==> config.mk <==
export PLATFORM = sky130hd
export DESIGN_NAME = lsu_mem_stage
export DESIGN_NICKNAME = d
export VERILOG_FILES = /design/src/rtl/lsu_mem_stage.sv
export SDC_FILE = /design/constraint.sdc
export NUM_CORES = 1
export LEC_CHECK = 0
export CORE_MARGIN = 2
export CORE_UTILIZATION = 46
export CTS_BUF_LIST = sky130_fd_sc_hd__clkbuf_8
export CTS_CLUSTER_DIAMETER = 50
export CTS_CLUSTER_SIZE = 20
export DETAILED_ROUTE_END_ITERATION = 10
export PLACE_DENSITY = 0.9
export SYNTH_ARGS = -nofsm -noshare
export SYNTH_HDL_FRONTEND = slang
export SYNTH_SLANG_ARGS = --single-unit
==> constraint.sdc <==
create_clock -name clk -period 6 [get_ports clk]
set_input_delay 1.2 -clock clk [delete_from_list [all_inputs] [get_ports clk]]
set_output_delay 1.2 -clock clk [all_outputs]
set_load 0.005 [all_outputs]
==> src/rtl/lsu_mem_stage.sv <==
// lsu_mem_stage: memory-access stage between execute and regfile writeback.
// Sub-word stores are read-modify-write. Optional macro: LSU_MISALIGN_TRAP_EN.
module lsu_mem_stage #(
   parameter int WORD     = 32,
   parameter int ADDR_LEN = 32,
   parameter int REG_ADDR = 5,
   parameter int RD_LAT   = 1
) (
   input  logic                clk,
   input  logic                reset,
   input  logic                in_valid,
   output logic                in_ready,
   input  logic [1:0]          in_op,
   input  logic [1:0]          in_size,
   input  logic                in_unsigned,
   input  logic [ADDR_LEN-1:0] in_addr,
   input  logic [WORD-1:0]     in_wdata,
   input  logic [REG_ADDR-1:0] in_rd,
   input  logic                in_rd_we,
   output logic                dmem_w_en,
   output logic [ADDR_LEN-1:0] dmem_waddr,
   output logic [WORD-1:0]     dmem_wdata,
   output logic [ADDR_LEN-1:0] dmem_raddr,
   input  logic [WORD-1:0]     dmem_rdata,
   output logic                wb_valid,
   output logic                wb_we,
   output logic [REG_ADDR-1:0] wb_rd,
   output logic [WORD-1:0]     wb_data,
   output logic                misalign
);
   localparam logic [1:0] IDLE     = 2'd0;
   localparam logic [1:0] RD_WAIT  = 2'd1;
   localparam logic [1:0] COMMIT   = 2'd2;
   localparam logic [2:0] CNT_INIT = 3'(RD_LAT - 1);

   function automatic logic [WORD-1:0] load_extract(input logic [WORD-1:0] w, input logic [1:0] size,
                                                    input logic uns, input logic [1:0] a);
      logic [7:0]  b;
      logic [15:0] h;
      b = w[{a, 3'b000} +: 8];
      h = w[{a[1], 4'b0000} +: 16];
      case (size)
         2'b00:   load_extract = uns ? {{(WORD-8){1'b0}}, b} : {{(WORD-8){b[7]}}, b};
         2'b01:   load_extract = uns ? {{(WORD-16){1'b0}}, h} : {{(WORD-16){h[15]}}, h};
         default: load_extract = w;
      endcase
   endfunction

   function automatic logic [WORD-1:0] store_merge(input logic [WORD-1:0] w, input logic [15:0] d,
                                                   input logic [1:0] size, input logic [1:0] a);
      logic [WORD-1:0] m;
      m = w;
      case (size)
         2'b00:   m[{a, 3'b000} +: 8] = d[7:0];
         2'b01:   m[{a[1], 4'b0000} +: 16] = d;
         default: m = w;
      endcase
      return m;
   endfunction

   logic [1:0]          state;
   logic [2:0]          cnt;
   logic                lat_store;
   logic [1:0]          lat_size;
   logic                lat_uns;
   logic [ADDR_LEN-1:0] lat_addr;
   logic [15:0]         lat_wdata;
   logic [REG_ADDR-1:0] lat_rd;
   logic                lat_rd_we;
   logic                accept;
   logic                in_load;
   logic                in_store;
   logic                in_word;
   logic                in_mis;
   logic                in_read;

   assign in_ready = !reset && ((state == IDLE) || (state == COMMIT));
   assign accept   = in_valid && in_ready;
   assign in_load  = (in_op == 2'b01);
   assign in_store = (in_op == 2'b10);
   assign in_word  = in_size[1];
`ifdef LSU_MISALIGN_TRAP_EN
   assign in_mis   = (in_load || in_store) &&
                     (((in_size == 2'b01) && in_addr[0]) || (in_word && (in_addr[1:0] != 2'b00)));
`else
   assign in_mis   = 1'b0;
`endif
   assign in_read  = (in_load || (in_store && !in_word)) && !in_mis;

   // Request sequencing; every dcache and writeback output is registered here.
   always_ff @(posedge clk or posedge reset) begin
      if (reset) begin
         state      <= IDLE;
         cnt        <= 3'd0;
         lat_store  <= 1'b0;
         lat_size   <= 2'b00;
         lat_uns    <= 1'b0;
         lat_addr   <= '0;
         lat_wdata  <= 16'h0000;
         lat_rd     <= '0;
         lat_rd_we  <= 1'b0;
         dmem_w_en  <= 1'b0;
         dmem_waddr <= '0;
         dmem_wdata <= '0;
         dmem_raddr <= '0;
         wb_valid   <= 1'b0;
         wb_we      <= 1'b0;
         wb_rd      <= '0;
         wb_data    <= '0;
         misalign   <= 1'b0;
      end else begin
         wb_valid  <= 1'b0;
         wb_we     <= 1'b0;
         dmem_w_en <= 1'b0;
         case (state)
            RD_WAIT: begin
               if (cnt == 3'd0) begin
                  state    <= COMMIT;
                  wb_valid <= 1'b1;
                  wb_rd    <= lat_rd;
                  if (lat_store) begin
                     dmem_w_en  <= 1'b1;
                     dmem_waddr <= {lat_addr[ADDR_LEN-1:2], 2'b00};
                     dmem_wdata <= store_merge(dmem_rdata, lat_wdata, lat_size, lat_addr[1:0]);
                     wb_data    <= '0;
                  end else begin
                     wb_we   <= lat_rd_we && (lat_rd != '0);
                     wb_data <= load_extract(dmem_rdata, lat_size, lat_uns, lat_addr[1:0]);
                  end
               end else begin
                  cnt <= cnt - 3'd1;
               end
            end
            IDLE, COMMIT: begin
               if (accept) begin
                  lat_store <= in_store;
                  lat_size  <= in_size;
                  lat_uns   <= in_unsigned;
                  lat_addr  <= in_addr;
                  lat_wdata <= in_wdata[15:0];
                  lat_rd    <= in_rd;
                  lat_rd_we <= in_rd_we;
                  if (in_mis) begin
                     // Trapped access: complete without touching the dcache.
                     state    <= COMMIT;
                     wb_valid <= 1'b1;
                     wb_rd    <= in_rd;
                     wb_data  <= '0;
                     misalign <= 1'b1;
                  end else if (in_read) begin
                     state      <= RD_WAIT;
                     cnt        <= CNT_INIT;
                     dmem_raddr <= {in_addr[ADDR_LEN-1:2], 2'b00};
                  end else begin
                     state    <= COMMIT;
                     wb_valid <= 1'b1;
                     wb_rd    <= in_rd;
                     wb_we    <= in_rd_we && !in_store && (in_rd != '0);
                     wb_data  <= in_store ? '0 : WORD'(in_addr);
                     if (in_store) begin
                        dmem_w_en  <= 1'b1;
                        dmem_waddr <= {in_addr[ADDR_LEN-1:2], 2'b00};
                        dmem_wdata <= in_wdata;
                     end else begin
                        dmem_w_en <= 1'b0;
                     end
                  end
               end else begin
                  state <= IDLE;
               end
            end
            default: state <= IDLE;
         endcase
      end
   end
endmodule
==> impl_metrics.ini <==
[run_status]
status = completed

[timing]
fin_crit_ps = 3540
setup_violations = 0
relSlewSlack = 0.165
hold_viol = 0
rsz0062_at_grt = no
finalMaxSlewViolations = 0
clock.fmax_mhz = 282
worst_slack_ps = 2460
hold_slack_ps = 484
skew_ps = 11.4
tightest_slew_ps = 1250
finalSetupTns_ps = 0
finalCritPeriodShare = 0.591

[floorplan]
die_area_um2 = 22700
rows = 53
num_io_pins = 248
initial_core_util = 0.470
fp.dieW_um = 151
core_area_um2 = 21100
die_h_um = 151

[worst_setup_path]
worstSetupPathType = input pin to output pin
cp-end-kind = output pin
slowest_delay_ps = 510
worst_ep_arrival_time_ps = 2340
rr_worst_depth = 5
cp_data_required_time_ps = 4800
worstPathBufferInverterCount = 2
path_cells = clkdlybuf4s50_1, nor2_1, clkdlybuf4s50_1
critPathTopFamily = buffers and inverters
cp_max_fo = 4
worst_r2r_endpoint = wb_data[18]
cpMaxStageDelayCell = clkdlybuf4s50_1
startpoint_type = input pin
r2r_slack_ps = 2750
critPathMostFrequentCell = clkdlybuf4s50_1
regToRegStartpoint = state[0]

[finish]
final_core_util = 0.608
fin_area_um2 = 12800
nFillCells = 1749
final_layout_size_suffix_gt1_frac = 0.0742
antennaDiodeCount = 0
final_cell_count_no_fill = 1529
fin_nets = 1361
area_growth_pct = 29.2

[synthesis]
synth_top_area_cell = dfrtp_1
ys.flop_type = dfrtp_1
synth-edff-count = 0
postSynthAreaPerCell_um2 = 9.42
netlist_top_cells_count = nand2_1, dfrtp_1, nor2_1, a22o_1, o21ai_0
yosysMostFrequentCell = nand2_1
ys_ff_latch = 195
synth.distinct_cells = 50
synth_warnings = 0
post-synth-top-area-fraction = 0.492
postSynth.asyncResetShare = 1.00
synthTopCellsByArea = dfrtp_1, nand2_1, a22o_1, mux2i_1, mux2_2
netlist_area_um2 = 9920
yosysSeqAreaShare = 0.492
synth_cells = 1053

[min_path]
hold_end = dmem_waddr[5]
holdPathStages = 2
hp-class = flip-flop to flip-flop
min_from = dmem_waddr[5]

[global_route]
antenna_found_initial = 0
grt-ovfl-total = 0
track_usage = 0.270
grt_pass1_wl_um = 47100
grt_max_degree = 83
grt_pass1_vias = 8643

[run]
drv_cap = 0

[clock_network]
htreeDepth = 4
cts_buffer_depth = 2
numCtsBuffers = 17
cts_resized = 0
cts.hold.buffers_added = 0
clk_pin_slew_worst_paths_ps = 100
cts_tree = yes
clockRootBuffer = clkbuf_8
insertion_delay_ps = 490
clkSinkCount = 195
post_cts_buffers = 0

[routing]
drcViolationCount = 0
vias = 9079
drt-total-wl_um = 30900
drt_iter0_drc = 855
ant_nets = 0
firstDrtPassIters = 6
via_per_inst = 5.94
wire_per_inst_um = 20.2

[pwr]
p_per_area_nw_per_um2 = 431
totalPowerFinal_mw = 5.52
vdd_drop_max_mv = 0.195
p_leak_nw = 5.58

[place]
placed_area_um2 = 12400
port-buffer-count = 242
place_inst = 1500
pre_cts_ws_ps = 2010
hpwl_um = 21800
place_congestion = 0.939
[layout make-up]
| class | instances | area (um2) | area share |
|---|---|---|---|
| Tap cell | 275 | 344 | 0.0269 |
| Clock inverter | 11 | 130 | 0.0102 |
| Clock buffer | 18 | 248 | 0.0193 |
| Inverter | 20 | 78.8 | 0.00615 |
| Multi-Input combinational cell | 753 | 4570 | 0.356 |
| Sequential cell | 195 | 4880 | 0.381 |
| Timing Repair Buffer | 257 | 2560 | 0.200 |
[worst max-delay path by stage]
stage,from,end,cells past startpoint
5_1_grt,reset,wb_data[24],6
3_3_place_gp,reset,dmem_waddr[24],5
6_report,reset,in_ready,3
3_5_place_dp,reset,wb_data[24],6
2_1_floorplan,reset,cnt[0],1
4_1_cts,reset,in_ready,3
[placed cells by master, fill, tap and decap left out, types with 4 or more instances in the layout]
cell type / Yosys / routed
a21oi_1: 7 / 7
a221o_1: 4 / 4
a221oi_1: 27 / 27
a22o_1: 52 / 52
a22oi_1: 18 / 18
a31o_2: 8 / 8
a31oi_1: 41 / 41
a32o_1: 4 / 4
a32oi_1: 10 / 10
and2_1: 4 / 4
and3b_1: 9 / 9
buf_4: 8 / 13
clkbuf_8: 0 / 18
clkdlybuf4s50_1: 0 / 242
conb_1: 1 / 5
dfrtp_1: 195 / 194
ha_1: 7 / 7
inv_1: 19 / 20
mux2_2: 30 / 30
mux2i_1: 42 / 42
nand2_1: 298 / 298
nand2b_1: 6 / 6
nor2_1: 68 / 67
nor2b_1: 5 / 4
o211ai_1: 8 / 8
o21ai_0: 43 / 43
o31ai_1: 26 / 26
[kinds of logic (layout without fill, tap and decap cells)]
| family | after synthesis | after routing | share of synthesized area |
|---|---|---|---|
| flops | 195 | 195 | 0.492 |
| other cells | 1 | 5 | 0.000378 |
| fa+ha+maj | 7 | 7 | 0.00883 |
| simple gates | 411 | 411 | 0.172 |
| buf+inv | 109 | 306 | 0.0506 |
| mux | 75 | 75 | 0.0833 |
| compound gates | 255 | 255 | 0.193 |
[metal layers]
layer	up-vias	GRT usage	routed length (um)
met2	497	0.438	14800
met3	68	0.0614	2750
met1	4425	0.352	12400
met4	0	0.109	1010
met5	-	0	0
li1	4089	-	-
[power breakdown]
| part | total, mW | leakage, nW | internal [mW] | switching (mW) |
|---|---|---|---|---|
| clock | 0.863 | 0.196 | 0.380 | 0.483 |
| combinational | 2.45 | 3.01 | 1.30 | 1.15 |
| sequential | 2.20 | 2.38 | 1.84 | 0.358 |
[registers in the layout, summed over array words and instances (netlist names)]
| register | flops |
|---|---|
| wb_data | 32 |
| lat_rd_we | 1 |
| dmem_w_en | 1 |
| wb_valid | 1 |
| dmem_waddr | 30 |
| wb_rd | 5 |
| wb_we | 1 |
| lat_wdata | 16 |
| lat_size | 2 |
| dmem_raddr | 30 |
| lat_rd | 5 |
| lat_addr | 32 |
| dmem_wdata | 32 |
| state | 2 |
| lat_uns | 1 |
| cnt | 3 |
| lat_store | 1 |
[tightest hold or removal path: stages (launching register included)]
cell and delay [ps]:
dfrtp_1 350, nand2_1 50, o21ai_0 60
No activity file was read; power rests on OpenSTA's default activity.
